### config.mk
export PLATFORM = sky130hd
export DESIGN_NAME = cam_pattern_tx
export DESIGN_NICKNAME = d
export VERILOG_FILES = /design/src/rtl/cam_pkg.sv /design/src/rtl/cam_pattern_gen.sv /design/src/rtl/cam_pattern_tx.sv
export SDC_FILE = /design/constraint.sdc
export NUM_CORES = 1
export LEC_CHECK = 0
export ABC_AREA = 1
export BUFFER_PORTS_ARGS = -buffer_cell sky130_fd_sc_hd__buf_4
export CAP_MARGIN = 15
export CORE_MARGIN = 1.5
export CORE_UTILIZATION = 30
export CTS_CLUSTER_DIAMETER = 50
export DETAILED_ROUTE_END_ITERATION = 8
export SYNTH_ARGS = -nofsm -noshare
export SYNTH_HDL_FRONTEND = slang
export SYNTH_SLANG_ARGS = --single-unit
### constraint.sdc
create_clock -name CamPCLK -period 7.65 [get_ports CamPCLK]
set_input_delay 1.1475 -clock CamPCLK [delete_from_list [all_inputs] [get_ports CamPCLK]]
set_output_delay 1.1475 -clock CamPCLK [all_outputs]
set_load 0.005 [all_outputs]
### src/rtl/cam_pkg.sv
// Shared types and constants for the camera-bus test-pattern transmitter.
package cam_pkg;

   typedef enum logic [2:0] {
      ST_IDLE,
      ST_VSYNC,
      ST_VBACK,
      ST_ACTIVE,
      ST_VFRONT
   } cam_state_e;

   typedef enum logic [1:0] {
      PAT_BARS    = 2'd0,
      PAT_RAMP    = 2'd1,
      PAT_CHECKER = 2'd2,
      PAT_SOLID   = 2'd3
   } pattern_e;

   localparam logic [15:0] BAR_WHITE   = 16'hFFFF;
   localparam logic [15:0] BAR_YELLOW  = 16'hFFE0;
   localparam logic [15:0] BAR_CYAN    = 16'h07FF;
   localparam logic [15:0] BAR_GREEN   = 16'h07E0;
   localparam logic [15:0] BAR_MAGENTA = 16'hF81F;
   localparam logic [15:0] BAR_RED     = 16'hF800;
   localparam logic [15:0] BAR_BLUE    = 16'h001F;
   localparam logic [15:0] BAR_BLACK   = 16'h0000;

   function automatic logic [15:0] bar_color(input logic [2:0] idx);
      case (idx)
         3'd0:    return BAR_WHITE;
         3'd1:    return BAR_YELLOW;
         3'd2:    return BAR_CYAN;
         3'd3:    return BAR_GREEN;
         3'd4:    return BAR_MAGENTA;
         3'd5:    return BAR_RED;
         3'd6:    return BAR_BLUE;
         default: return BAR_BLACK;
      endcase
   endfunction

   // Bits needed to hold 0..max_val; never less than one bit.
   function automatic int cnt_width(input int max_val);
      return (max_val < 2) ? 1 : $clog2(max_val + 1);
   endfunction

   function automatic int max_int(input int a, input int b);
      return (a > b) ? a : b;
   endfunction

endpackage

### src/rtl/cam_pattern_gen.sv
// Combinational RGB565 test-pattern source: (column, line, pattern) -> pixel.
module cam_pattern_gen
   import cam_pkg::*;
#(
   parameter int          H_ACTIVE    = 640,
   parameter logic [15:0] SOLID_COLOR = 16'hF800,
   parameter int          X_W         = cnt_width(H_ACTIVE - 1)
) (
   input  logic [X_W-1:0] x,
   input  logic [9:0]     y,
   input  pattern_e       sel,
   output logic [15:0]    pixel
);

   logic [15:0] x_ext;
   logic [31:0] x_times8;
   logic [2:0]  bar;

   // NOTE: every signal written here gets a value before any branch, so no latch is inferred.
   always_comb begin
      x_ext    = 16'(x);
      x_times8 = 32'(x) << 3;
      // Bar index = floor(x*8/H_ACTIVE), found by comparing against constant thresholds.
      bar = '0;
      for (int k = 1; k < 8; k++) begin
         if (x_times8 >= 32'(k * H_ACTIVE)) bar = bar + 3'd1;
      end

      pixel = SOLID_COLOR;
      case (sel)
         PAT_BARS:    pixel = bar_color(bar);
         PAT_RAMP:    pixel = x_ext;
         PAT_CHECKER: pixel = (x_ext[3] ^ y[3]) ? 16'hFFFF : 16'h0000;
         PAT_SOLID:   pixel = SOLID_COLOR;
         default:     pixel = SOLID_COLOR;
      endcase
   end

endmodule

### src/rtl/cam_pattern_tx.sv
// Emulates an 8-bit parallel camera bus (VSYNC/HREF/bytes) carrying RGB565 test frames,
// high byte first. Outputs are registered from next-state values so they align with state.
module cam_pattern_tx
   import cam_pkg::*;
#(
   parameter int          H_ACTIVE    = 640,
   parameter int          H_BLANK     = 144,
   parameter int          V_ACTIVE    = 480,
   parameter int          VSYNC_LINES = 3,
   parameter int          V_BACK      = 17,
   parameter int          V_FRONT     = 10,
   parameter logic [15:0] SOLID_COLOR = 16'hF800
) (
   input  logic       CamPCLK,
   input  logic       resetN,
   input  logic       enable,
   input  logic [1:0] patternSel,
   output logic       CamVSYNC,
   output logic       HREF,
   output logic [7:0] PixData,
   output logic       frameDone,
   output logic [9:0] lineCount
);

   localparam int LINE_LEN  = 2 * H_ACTIVE + H_BLANK;
   localparam int MAX_LINES = max_int(max_int(V_ACTIVE, VSYNC_LINES), max_int(V_BACK, V_FRONT));
   localparam int BYTE_W    = cnt_width(LINE_LEN - 1);
   localparam int LINE_W    = cnt_width(MAX_LINES - 1);
   localparam int X_W       = cnt_width(H_ACTIVE - 1);

   localparam logic [BYTE_W-1:0] BYTE_LAST   = BYTE_W'(LINE_LEN - 1);
   localparam logic [BYTE_W-1:0] HREF_BYTES  = BYTE_W'(2 * H_ACTIVE);
   localparam logic [LINE_W-1:0] VSYNC_LAST  = LINE_W'(VSYNC_LINES - 1);
   localparam logic [LINE_W-1:0] VBACK_LAST  = LINE_W'(V_BACK - 1);
   localparam logic [LINE_W-1:0] ACTIVE_LAST = LINE_W'(V_ACTIVE - 1);
   localparam logic [LINE_W-1:0] VFRONT_LAST = LINE_W'(V_FRONT - 1);

   cam_state_e        state_q, state_d;
   logic [BYTE_W-1:0] byte_cnt_q, byte_cnt_d;
   logic [LINE_W-1:0] line_cnt_q, line_cnt_d;
   pattern_e          pattern_q, pattern_d;
   logic              vsync_q, vsync_d;
   logic              href_q, href_d;
   logic [7:0]        pix_data_q, pix_data_d;
   logic              frame_done_q, frame_done_d;
   logic [9:0]        line_count_q, line_count_d;

   logic              line_end;
   logic [LINE_W-1:0] lines_last;
   logic [X_W-1:0]    pix_x;
   logic [15:0]       pixel;

   always_comb begin
      state_d    = state_q;
      byte_cnt_d = byte_cnt_q;
      line_cnt_d = line_cnt_q;
      pattern_d  = pattern_q;
      line_end   = (byte_cnt_q == BYTE_LAST);
      lines_last = '0;
      case (state_q)
         ST_VSYNC:  lines_last = VSYNC_LAST;
         ST_VBACK:  lines_last = VBACK_LAST;
         ST_ACTIVE: lines_last = ACTIVE_LAST;
         ST_VFRONT: lines_last = VFRONT_LAST;
         default:   lines_last = '0;
      endcase

      if (state_q == ST_IDLE) begin
         byte_cnt_d = '0;
         line_cnt_d = '0;
         if (enable) begin
            state_d   = ST_VSYNC;
            pattern_d = pattern_e'(patternSel);
         end
      end else if (!line_end) begin
         byte_cnt_d = byte_cnt_q + 1'b1;
      end else begin
         byte_cnt_d = '0;
         if (line_cnt_q != lines_last) begin
            line_cnt_d = line_cnt_q + 1'b1;
         end else begin
            line_cnt_d = '0;
            case (state_q)
               ST_VSYNC:  state_d = ST_VBACK;
               ST_VBACK:  state_d = ST_ACTIVE;
               ST_ACTIVE: state_d = ST_VFRONT;
               ST_VFRONT: begin
                  // enable is only consulted here, so a frame in flight always completes.
                  if (enable) begin
                     state_d   = ST_VSYNC;
                     pattern_d = pattern_e'(patternSel);
                  end else begin
                     state_d = ST_IDLE;
                  end
               end
               default:   state_d = ST_IDLE;
            endcase
         end
      end
   end

   assign line_count_d = (state_d == ST_ACTIVE)                          ? 10'(line_cnt_d) :
                         (state_d == ST_VSYNC && state_q != ST_VSYNC)    ? 10'd0 :
                                                                           line_count_q;
   assign pix_x = X_W'(byte_cnt_d >> 1);

   cam_pattern_gen #(
      .H_ACTIVE    (H_ACTIVE),
      .SOLID_COLOR (SOLID_COLOR),
      .X_W         (X_W)
   ) u_pattern_gen (
      .x     (pix_x),
      .y     (line_count_d),
      .sel   (pattern_q),
      .pixel (pixel)
   );

   always_comb begin
      vsync_d      = (state_d == ST_VSYNC);
      href_d       = (state_d == ST_ACTIVE) && (byte_cnt_d < HREF_BYTES);
      frame_done_d = (state_d == ST_VFRONT) && (line_cnt_d == VFRONT_LAST) &&
                     (byte_cnt_d == BYTE_LAST);
      pix_data_d   = 8'h00;
      if (href_d) pix_data_d = byte_cnt_d[0] ? pixel[7:0] : pixel[15:8];
   end

   // NOTE: state is updated with non-blocking assignments so every flop samples pre-edge values.
   always_ff @(posedge CamPCLK or negedge resetN) begin
      if (!resetN) begin
         state_q      <= ST_IDLE;
         byte_cnt_q   <= '0;
         line_cnt_q   <= '0;
         pattern_q    <= PAT_BARS;
         vsync_q      <= 1'b0;
         href_q       <= 1'b0;
         pix_data_q   <= 8'h00;
         frame_done_q <= 1'b0;
         line_count_q <= 10'd0;
      end else begin
         state_q      <= state_d;
         byte_cnt_q   <= byte_cnt_d;
         line_cnt_q   <= line_cnt_d;
         pattern_q    <= pattern_d;
         vsync_q      <= vsync_d;
         href_q       <= href_d;
         pix_data_q   <= pix_data_d;
         frame_done_q <= frame_done_d;
         line_count_q <= line_count_d;
      end
   end

   assign CamVSYNC  = vsync_q;
   assign HREF      = href_q;
   assign PixData   = pix_data_q;
   assign frameDone = frame_done_q;
   assign lineCount = line_count_q;

endmodule

### Word level (Yosys, flattened, before mapping)

Cells that the tools add are included.

* register bits after elaboration: 46
* latch bits: 0
* RAM bits: 0
* memory bits (read-only): 0
* output and inout port bits: 21
* memories kept: 0

* add/sub/neg operators: 8
* multipliers: 0
* div/mod/pow operators: 0
* $lt $le $gt $ge: 8
* equality and inequality tests: 22
* shift operators: 0
* muxes and demuxes: 31
* bitwise logic cells: 1
* reductions and logical operators: 11

Operators with widths (count)
* 16-bit case mux with 7 select lines: 1
* 16-bit case mux with 4 select lines: 1
* 13-bit by 12-bit >= comparator with 1-bit output (second input constant): 3
* 9-bit case mux with 4 select lines: 1
* 3-bit two-way mux: 10
* 9-bit two-way mux: 3
* 13-bit by 11-bit >= comparator with 1-bit output (second input constant): 2
* 11-bit equality test (second input constant): 2
* 11-bit two-way mux: 2
* 10-bit two-way mux: 2
* 3-bit by 1-bit adder with 3-bit output (second input constant): 6
* 16-bit two-way mux: 1
* 8-bit two-way mux: 2
* 3-bit by 2-bit equality test with 1-bit output (second input constant): 5
* 3-bit equality test (second input constant): 5
* 13-bit by 10-bit >= comparator with 1-bit output (second input constant): 1
* 13-bit >= comparator (second input constant): 1
* 3-bit case mux with 4 select lines: 1
* 11-bit by 1-bit adder with 11-bit output (second input constant): 1
* 11-bit less-than comparator (second input constant): 1
* 2-bit two-way mux: 5
* 9-bit by 1-bit adder with 9-bit output (second input constant): 1
* 3-bit by 1-bit equality test with 1-bit output (second input constant): 3
* 9-bit by 4-bit equality test with 1-bit output (second input constant): 1
* 12 further kinds: 20

### Longest topological paths before layout

Gate-level depths: netlist of the first run.

* depth after elaboration: 22
* mapped depth: 34
* depth with buffers taken out: 34

### Cells and area by module

From an unflattened synthesis of the first run, not the netlist that was laid out.

* cell total of the unflattened synthesis: 502
* area, all modules: 3385.7 µm²

By module, submodules not included
* cam_pattern_tx: instances 1, cells an instance 361, area an instance 2653.8 µm²
* cam_pattern_gen: instances 1, cells an instance 141, area an instance 732.0 µm²

### Least setup slack after synthesis of the first run

No wires, ideal clock.

* path type: reg2reg
* start point: register byte_cnt_q[0]
* end point: register pix_data_q[0], in the netlist PixData[0]
* library setup time: 119 ps
* arrival time: 4287 ps
* required time: 7531 ps
* path slack: 3244 ps
* stages on the path, launching flop included: 34
* period minus slack after synthesis: 4406 ps
* path through: dfrtp_1 > ha_1 > nand3_2 > inv_2 > nand3_2 > nand2_2 > inv_2 > nand3_2 > inv_2 > nor3_1 > ha_1 > nand3_1 > nand2_1 > ha_1 > inv_1 > nand2_1 > and2_1 > ha_1 > nand2_1 > nand2_1 > ha_1 > or2_1 > and2_1 > ha_1 > nand2_1 > inv_1 > nand2_1 > nand2_1 > nand2_1 > nand3_2 > nand2_1 > nand2_1 > nand2_1 > nor2_1

* longest elaborated chain between the ends: 22
* elaborated cells on any way between the ends: 48
* those cells by class: 7 x add/sub; 8 x order compare; 9 x eq/ne; 20 x mux; 1 x bitwise; 3 x reduce/logical

Ends and longest elaborated chain
* start, declared: RTL line cam_pattern_tx.sv:39 `logic [BYTE_W-1:0] byte_cnt_q, byte_cnt_d;`
* start signal, assigned: RTL line cam_pattern_tx.sv:141 `byte_cnt_q <= byte_cnt_d;`
* 11-bit by 1-bit adder with 11-bit output / 11-bit equality test (equally long branches): RTL line cam_pattern_tx.sv:76, cam_pattern_tx.sv:58
* 11-bit two-way mux (*): RTL line cam_pattern_tx.sv:75 `end else if (!line_end) begin`
* 11-bit two-way mux (*): RTL line cam_pattern_tx.sv:68 `if (state_q == ST_IDLE) begin`
* via byte_cnt_d[10]: RTL line cam_pattern_tx.sv:39
* 13-bit by 10-bit >= comparator with 1-bit output: RTL line cam_pattern_gen.sv:26 `if (x_times8 >= 32'(k * H_ACTIVE)) bar = bar + 3'd1;`
* 1-bit two-way mux: RTL line cam_pattern_gen.sv:26
* 3-bit by 1-bit adder with 3-bit output: RTL line cam_pattern_gen.sv:26
* 3-bit two-way mux: RTL line cam_pattern_gen.sv:26
* [... 8 more ...]
* 3-bit by 1-bit adder with 3-bit output: RTL line cam_pattern_gen.sv:26
* 3-bit two-way mux: RTL line cam_pattern_gen.sv:26
* 3-bit equality test, or another cell as far along: RTL line cam_pkg.sv:29 `case (idx)`
* 16-bit case mux with 7 select lines: RTL line cam_pkg.sv:29
* 16-bit case mux with 4 select lines: RTL line cam_pattern_gen.sv:30 `case (sel)`
* 8-bit two-way mux: RTL line cam_pattern_tx.sv:124 `if (href_d) pix_data_d = byte_cnt_d[0] ? pixel[7:0] : pixel[15:8];`
* 8-bit two-way mux (*): RTL line cam_pattern_tx.sv:124
* via pix_data_d[0]: RTL line cam_pattern_tx.sv:44 `logic [7:0] pix_data_q, pix_data_d;`
* end signal, assigned: RTL line cam_pattern_tx.sv:146 `pix_data_q <= pix_data_d;`
* end, declared: RTL line cam_pattern_tx.sv:44

The timed path passes the listed nets; every way through them passes the cells marked *. The select of a mux whose other input is x is not followed.
A chain may end at the register's enable or synchronous reset.

### Worst setup path in the final report of the first run

* start point: register byte_cnt_q[0]
* end point: register pix_data_q[2], in the netlist PixData[2]

Same word-level chain as after synthesis.

==> results of run 1 <==
[through the flow]
stage | area [um^2] | power, mW | hold WS [ns] | cells | utilization [%]
global placement | 3410 | 0.249 | 0.486 | 591 | 34.5
CTS | 3520 | 0.426 | 0.515 | 598 | 35.5
global route | 3520 | 0.434 | 0.539 | 598 | 35.5
finish | 3520 | 0.419 | 0.515 | 598 | 35.5
floorplan | 3100 | 0.243 | 0.476 | 439 | -
detailed placement | 3410 | 0.249 | 0.489 | 591 | 34.5
[Yosys cell counts, drive strengths merged]
library cell	n	area (um^2)
nor2	52	241
nand4	9	56.3
buf	5	33.8
nand2	143	597
a31oi	1	6.26
a21oi	17	96.4
and2	2	12.5
conb	1	3.75
o22ai	1	6.26
xor2	4	35.0
xnor2	1	8.76
or2	2	12.5
nor4	2	12.5
o21ai	8	40.0
nor3	6	35.0
nand3	64	390
ha	8	100
inv	61	229
and3	1	7.51
dfrtp	45	1130
o21a	1	7.51
a22o	5	43.8
[state kept, by name, indices dropped and copies added, names as in the netlist]
signal,count
state_q,3
line_cnt_q,9
PixData,8
CamVSYNC,1
HREF,1
byte_cnt_q,11
frameDone,1
pattern_q,2
lineCount,9
[cells by family after synthesis]
group | Yosys count | synth area share (%)
AO/OA/AOI/OAI | 33 | 6.45
other | 1 | 0.121
adder cells (fa/ha/maj) | 8 | 3.23
XOR/XNOR | 5 | 1.41
buffers and inverters | 66 | 8.47
AND/OR/NAND/NOR | 281 | 44.0
flip-flops | 45 | 36.3
[power by group through the flow]
stage | registers [mW] | clock network (mW) | logic, mW
after floorplan | 0.242 | 0 | 0.000484
after global placement | 0.242 | 0 | 0.00663
after detailed placement | 0.242 | 0 | 0.00669
after CTS | 0.238 | 0.182 | 0.00665
after global routing | 0.238 | 0.189 | 0.00734
final | 0.238 | 0.176 | 0.00614
[layer usage]
layer  GRT usage [%]  vias up  share of wire [%]
met2            24.1       60                 47
met3            2.74       12                4.0
met5               0        -                  0
met4            4.60        0                1.8
met1            20.0     1305                 47
li1                -     1457                  -
[worst reg2reg max path, delay by kind of cell (launching register included)]
family | cells | cell delay, ns
fa+ha+maj | 6 | 1.53
buf+inv | 5 | 0.35
flops | 1 | 0.45
simple gates | 22 | 2.37
[final cells by class]
cell class                      instances  area, um^2  area share (%)
Clock buffer                            5        68.8            1.96
Inverter                               61         229            6.51
Timing Repair Buffer                   24         180            5.12
Sequential cell                        45        1130            32.0
Multi-Input combinational cell        328        1710            48.7
Clock inverter                          2        35.0           0.996
Tap cell                              133         166            4.73
[worst paths after layout]
check                      cells past startpoint                  endpoint  slack [ns]
min reg2reg                                    2  lineCount[5]$_DFFE_PN0P_        0.51
min in group asynchronous                      1      state_q[2]$_DFF_PN0_        0.84
max reg2reg                                   33      PixData[2]$_DFF_PN0_        2.84
min                                            2  lineCount[5]$_DFFE_PN0P_        0.51
max in group asynchronous                      1   byte_cnt_q[3]$_DFF_PN0_        6.40
max                                           33      PixData[2]$_DFF_PN0_        2.84
==> impl_metrics.ini, run 1 <==
[setup_path]
cp.required_ns = 7.84
slowest_stage = dfrtp_1
cp_max_fo = 7
cp-startpoint = byte_cnt_q[0]$_DFF_PN0_
cp_slowest_stage_delay_ns = 0.45
cp_top_family = simple AND/OR/NAND/NOR gates
worstSetupPathType = flop to flop
cp_common_cell = nand2_1
critPathLaunchType = flop
reg2reg_from = byte_cnt_q[0]$_DFF_PN0_
worstSetupEndpointType = flop
worst_ep_arrival_time_ns = 4.99
critPathBufInv = 5

[clocking]
cts_tree = built
clk_pin_slew_ns = 0.09
cts_resized = 0
clock_path_buffers = 2
hold_buffers = 0
cts_inserted_buffers = 5
cts_root_buf = clkbuf_8
cts_setup_buffers = 0
clk_latency_ns = 0.29
htree_levels = 2
cts.sinks = 45

[logic_synthesis]
syn_nets = 452
yosys_register_bits = 45
netlist_area_um2 = 3100
synthCells = 439
ys_warn_count = 0
seq_area_frac_synth_pct = 36.3
syn_area_per_cell_um2 = 7.07
synth_cell_types = 36

[final_layout]
n_fill_cell = 1073
mostFrequentLayoutCell = nand2_1
mostFrequentLayoutCells = nand2_1 (127), inv_1 (55), nand3_1 (53)
syn2layout_area_growth_pct = 13.4
drive_gt1_share_pct = 16.1
diodes = 0
num-nets-final = 478

[run_status]
outcome = completed

[floorplanning]
die_y_um = 105
num_rows = 36
start_util_pct = 31.3
dieArea_um2 = 11000
io_pins = 26
core-area_um2 = 9910
die_w_um = 105

[sta]
skew_ns = 0.00507
fmax_mhz = 208
grt_setup_unrepaired = false
layout_min_cycle_time_ns = 4.81
tns_ns = 0
slew_violations = 0
hold_viol = 0
worst_pin_slew_ns = 0.584
worst_slack_ns = 2.84
setup_viol = 0
min_period_over_period_pct = 62.8
relSlewSlack_pct = 61.1

[global_route]
gr-total-overflow = 0
grt.total_usage_pct = 14.9
grt_pass1_wl_um = 13400
grt_pass1_vias = 2826
antenna_found_initial = 0
grt_max_degree = 46

[drt]
wirelength_um = 7530
firstDrtPassIters = 4
routedWlPerCell_um = 12.6
drtAntennaViolNets = 0
viasPerCell = 4.74
drcViolationCount = 0
num_vias = 2834
drt_iter0_markers = 188

[place]
hpwl_um = 5930
gp_congestion = 0.887
place_ws_ns = 2.83
port_buffers = 24

[power]
ir_worst_vdd_mv = 0.0816
clock_power_share_pct = 41.9
p_leak_nw = 1.97
p_int_mw = 0.334
power_density_nw_per_um2 = 119
switchingPower_mw = 0.0855
p_comb_share_pct = 1.5
pwr-share-seq_pct = 56.6
swShare_pct = 20.4

[worst_hold_path]
hold_start = lineCount[5]$_DFFE_PN0P_
hold_path_class = flop to flop

[job]
maxCapViolCount = 0
No activity file was read; power rests on OpenSTA's default activity.
==> inputs of run 2 (changes only) <==
==> constraint.sdc (replaced) <==
create_clock -name CamPCLK -period 3.93 [get_ports CamPCLK]
set_input_delay 0.5895 -clock CamPCLK [delete_from_list [all_inputs] [get_ports CamPCLK]]
set_output_delay 0.5895 -clock CamPCLK [all_outputs]
set_load 0.005 [all_outputs]
==> impl_metrics.ini, run 2 (synthesis results as in run 1) <==
[run_status]
outcome = finished with violations
violations = negative setup slack

[global_route]
gr-total-overflow = 0
grt_pass1_vias = 3315
antenna_found_initial = 0
grt.total_usage_pct = 17.2
grt_max_degree = 46
grt_pass1_wl_um = 15400

[sta]
worst_slack_ns = -0.274
layout_min_cycle_time_ns = 4.20
setup_viol = 9
min_period_over_period_pct = 107
relSlewSlack_pct = 60.5
skew_ns = 0.00969
hold_viol = 0
fmax_mhz = 238
slew_violations = 0
grt_setup_unrepaired = true
worst_pin_slew_ns = 0.592

[power]
power_density_nw_per_um2 = 179
ir_worst_vdd_mv = 0.114
p_leak_nw = 2.41

[clocking]
cts.sinks = 45
clk_pin_slew_ns = 0.10
clk_latency_ns = 0.32
cts_tree = built
cts_root_buf = clkbuf_8
cts_inserted_buffers = 5
htree_levels = 2
clock_path_buffers = 2
hold_buffers = 0

[final_layout]
mostFrequentLayoutCells = nand2_1 (110), buf_4 (108), inv_1 (51)
design_area_um2 = 4410
top_register = byte_cnt_q
diodes = 0
n_fill_cell = 1003
num-nets-final = 565
syn2layout_area_growth_pct = 42.1
mostFrequentLayoutCell = nand2_1
drive_gt1_share_pct = 38.0
fin_util_pct = 44.5
largest_reg_flops = 11

[drt]
firstDrtPassIters = 5
drcViolationCount = 0
drt_iter0_markers = 114
viasPerCell = 4.71
num_vias = 3231
wirelength_um = 8940
routedWlPerCell_um = 13.0
drtAntennaViolNets = 0

[floorplanning]
core-area_um2 = 9910
dieArea_um2 = 11000
num_rows = 36
die_y_um = 105
start_util_pct = 31.3
io_pins = 26
die_w_um = 105

[setup_path]
reg2reg_depth = 30
cp.required_ns = 4.17
reg2reg_to = PixData[7]$_DFF_PN0_
reg2reg_from = byte_cnt_q[1]$_DFF_PN0_
r2r_setup_slack_ns = -0.27
slowest_stage = dfrtp_1
critPathLaunchType = flop
cp_slowest_stage_delay_ns = 0.41
cp_common_cell = buf_4
worstSetupPathType = flop to flop
cp_max_fo = 5
worst_ep_arrival_time_ns = 4.45
worstSetupEndpointType = flop

[place]
post_dp_cell_area_um2 = 3860
hpwl_um = 6520
gp_congestion = 0.899
port_buffers = 24

[worst_hold_path]
hold_path_class = input port to async pin

[job]
maxCapViolCount = 0
-- run 2: what timing repair did --
action / 4_1_cts / 5_1_grt
pin swaps: 18 / 18
setup endpoints to repair: 8 / 9
setup buffers: 35 / 4
resized for setup: 22 / 23
hold endpoints to repair: 0 / 0
-- run 2: where the power goes --
part,switching (mW),internal [mW]
combinational,0.00954,0.00250
sequential,0,0.463
clock,0.186,0.129
-- run 2: how the worst max path moves through the flow --
stage | from | endpoint | slack (ns)
3_5_place_dp | byte_cnt_q[0]$_DFF_PN0_ | PixData[1]$_DFF_PN0_ | -0.41
2_1_floorplan | byte_cnt_q[0]$_DFF_PN0_ | PixData[0]$_DFF_PN0_ | -0.14
5_1_grt | byte_cnt_q[1]$_DFF_PN0_ | PixData[1]$_DFF_PN0_ | -0.56
6_report | byte_cnt_q[1]$_DFF_PN0_ | PixData[7]$_DFF_PN0_ | -0.27
3_3_place_gp | byte_cnt_q[5]$_DFF_PN0_ | PixData[2]$_DFF_PN0_ | -0.31
4_1_cts | byte_cnt_q[0]$_DFF_PN0_ | PixData[0]$_DFF_PN0_ | -0.24
-- run 2: routing by layer --
metal  vias to the layer above  wire, um  track usage (%)
li1                       1635         -                -
met1                      1518      3950             20.7
met2                        63      4570             31.2
met3                        15       264             3.06
met4                         0       156             5.19
met5                         -         0                0
-- run 2: worst max-delay path, delay by kind of cell (launching register included) --
kind | cells | cell delay (ns)
AO/OA/AOI/OAI | 1 | 0.18
adder cells (fa/ha/maj) | 1 | 0.18
buffers and inverters | 22 | 2.64
flip-flops | 1 | 0.41
AND/OR/NAND/NOR | 6 | 0.74
-- run 2: layout make-up --
class	instances	area, um^2	share of cell area, %
multi-input combinational	328	1940	44.1
sequential	45	1130	25.6
timing repair buffer	111	845	19.2
inverter	61	231	5.25
tap	133	166	3.78
clock buffer	5	68.8	1.56
clock inverter	3	25.0	0.568
-- run 2: through the flow --
| stage | total power [mW] | setup slack [ns] | instances | hold slack [ns] | TNS [ns] |
|---|---|---|---|---|---|
| finish | 0.790 | -0.274 | 686 | 0.257 | -2.30 |
| global route | 0.812 | -0.565 | 686 | 0.305 | -4.57 |
| CTS | 0.792 | -0.242 | 682 | 0.291 | -1.59 |
| detailed placement | 0.485 | -0.413 | 640 | 0.479 | -2.97 |
| global placement | 0.485 | -0.306 | 640 | 0.477 | -2.18 |
| floorplan | 0.473 | -0.135 | 439 | 0.294 | -0.833 |
==> inputs of run 3 (changes only) <==
--- a/config.mk
+++ b/config.mk
@@ -12,6 +12,8 @@
 export CORE_UTILIZATION = 30
 export CTS_CLUSTER_DIAMETER = 50
 export DETAILED_ROUTE_END_ITERATION = 8
+export SKIP_CTS_REPAIR_TIMING = 1
+export SLEW_MARGIN = 20
 export SYNTH_ARGS = -nofsm -noshare
 export SYNTH_HDL_FRONTEND = slang
 export SYNTH_SLANG_ARGS = --single-unit
==> impl_metrics.ini, run 3 (synthesis results as in run 1) <==
[worst_hold_path]
hold_path_class = input port to async pin

[setup_path]
cp-startpoint = byte_cnt_q[7]$_DFF_PN0_
slowest_stage = dfrtp_1
reg2reg_to = PixData[1]$_DFF_PN0_
worst_ep_arrival_time_ns = 4.39
reg2reg_depth = 33
setup.worst_path.end = PixData[1]$_DFF_PN0_
r2r_setup_slack_ns = -0.25
reg2reg_from = byte_cnt_q[7]$_DFF_PN0_
cp_slowest_stage_delay_ns = 0.48
worstSetupEndpointType = flop
worstSetupPathType = flop to flop
cp.required_ns = 4.13
cp_max_fo = 6
cp_common_cell = nand2_2
critPathLaunchType = flop

[drt]
m1WireLength_um = 3790
met3_length_um = 293
wirelength_um = 8650
drt_iter0_markers = 124
num_vias = 3120
viasPerCell = 4.75
routed.top_layer = met4
routedWlPerCell_um = 13.2
wl_met2_um = 4380
firstDrtPassIters = 5
drcViolationCount = 0
drtAntennaViolNets = 0

[sta]
grt_setup_unrepaired = true
setup_viol = 8
tns_ns = -1.64
relSlewSlack_pct = 61.9
fmax_mhz = 239
worst_pin_slew_ns = 0.572
skew_ns = 0.0117
min_period_over_period_pct = 106
worst_slack_ns = -0.254
slew_violations = 0
hold_viol = 0
layout_min_cycle_time_ns = 4.18

[clocking]
htree_levels = 2
clk_pin_slew_ns = 0.10
clk_latency_ns = 0.32
clock_path_buffers = 2
cts_inserted_buffers = 5
cts_tree = built
cts.sinks = 45
cts_root_buf = clkbuf_8

[global_route]
grt_pass1_vias = 3119
grt_max_degree = 46
grt_pass1_wl_um = 14400
gr-total-overflow = 0
grt.total_usage_pct = 16.2
antenna_found_initial = 0

[final_layout]
seqCellArea_um2 = 1130
largest_reg_flops = 11
mostFrequentLayoutCells = nand2_1 (114), buf_4 (82), inv_1 (50)
fin_util_pct = 42.3
syn2layout_area_growth_pct = 35.2
n_fill_cell = 1034
diodes = 0
multi_input_area_um2 = 1960
num-nets-final = 536
mostFrequentLayoutCell = nand2_1
top_register = byte_cnt_q
drive_gt1_share_pct = 34.0

[floorplanning]
io_pins = 26
core-area_um2 = 9910
start_util_pct = 31.3
dieArea_um2 = 11000
die_y_um = 105
num_rows = 36
die_w_um = 105

[place]
gp_congestion = 0.899
hpwl_um = 6520
port_buffers = 24

[power]
power_density_nw_per_um2 = 188
p_leak_nw = 2.27
ir_worst_vdd_mv = 0.114

[run_status]
outcome = finished with violations
violations = negative setup slack

[job]
maxCapViolCount = 0
run 3: through the flow:
| step | instances | hold WS (ns) | worst slack (ns) | total power, mW | instance area (um^2) |
|---|---|---|---|---|---|
| 3_3_place_gp | 640 | 0.477 | -0.306 | 0.485 | 3860 |
| 5_1_grt | 657 | 0.310 | -0.530 | 0.813 | 4190 |
| 2_1_floorplan | 439 | 0.294 | -0.135 | 0.473 | 3180 |
| 4_1_cts | 648 | 0.291 | -0.439 | 0.792 | 3960 |
| 6_report | 657 | 0.249 | -0.254 | 0.787 | 4190 |
| 3_5_place_dp | 640 | 0.479 | -0.413 | 0.485 | 3860 |
run 3: worst max-delay path, delay by kind of cell, from the launching register on:
kind | cells | cell delay (ns)
flip-flops | 1 | 0.48
buffers and inverters | 3 | 0.13
AO/OA/AOI/OAI | 1 | 0.20
adder cells (fa/ha/maj) | 5 | 1.05
AND/OR/NAND/NOR | 24 | 2.23
run 3: worst min-delay path by stage:
stage / from / endpoint / slack, ns / cells after the start
global route: resetN / state_q[2]$_DFF_PN0_ / 0.31 / 1
finish: resetN / state_q[2]$_DFF_PN0_ / 0.25 / 1
floorplan: resetN / CamVSYNC$_DFF_PN0_ / 0.29 / 0
CTS: resetN / lineCount[5]$_DFFE_PN0P_ / 0.29 / 1
global placement: lineCount[5]$_DFFE_PN0P_ / lineCount[5]$_DFFE_PN0P_ / 0.48 / 2
detailed placement: lineCount[5]$_DFFE_PN0P_ / lineCount[5]$_DFFE_PN0P_ / 0.48 / 2
run 3: per-layer routing:
metal  GRT usage [%]  up-vias
li1                -     1576
met1            19.9     1447
met2            28.9       78
met3            3.06       19
met4            4.40        0
met5               0        -
run 3: area by class of cell:
cell class	instances	area share (%)
multi-input cells	328	46.7
flip-flops and latches	45	26.9
repair buffers	82	14.7
inverters	61	5.52
well taps	133	3.97
clock buffers	5	1.64
clock inverters	3	0.597
run 3: power by group:
part	internal, mW	leakage, nW	total [mW]	switching [mW]
clock network	0.129	0.0447	0.313	0.184
logic	0.00250	1.63	0.0117	0.00922
registers	0.463	0.593	0.463	0
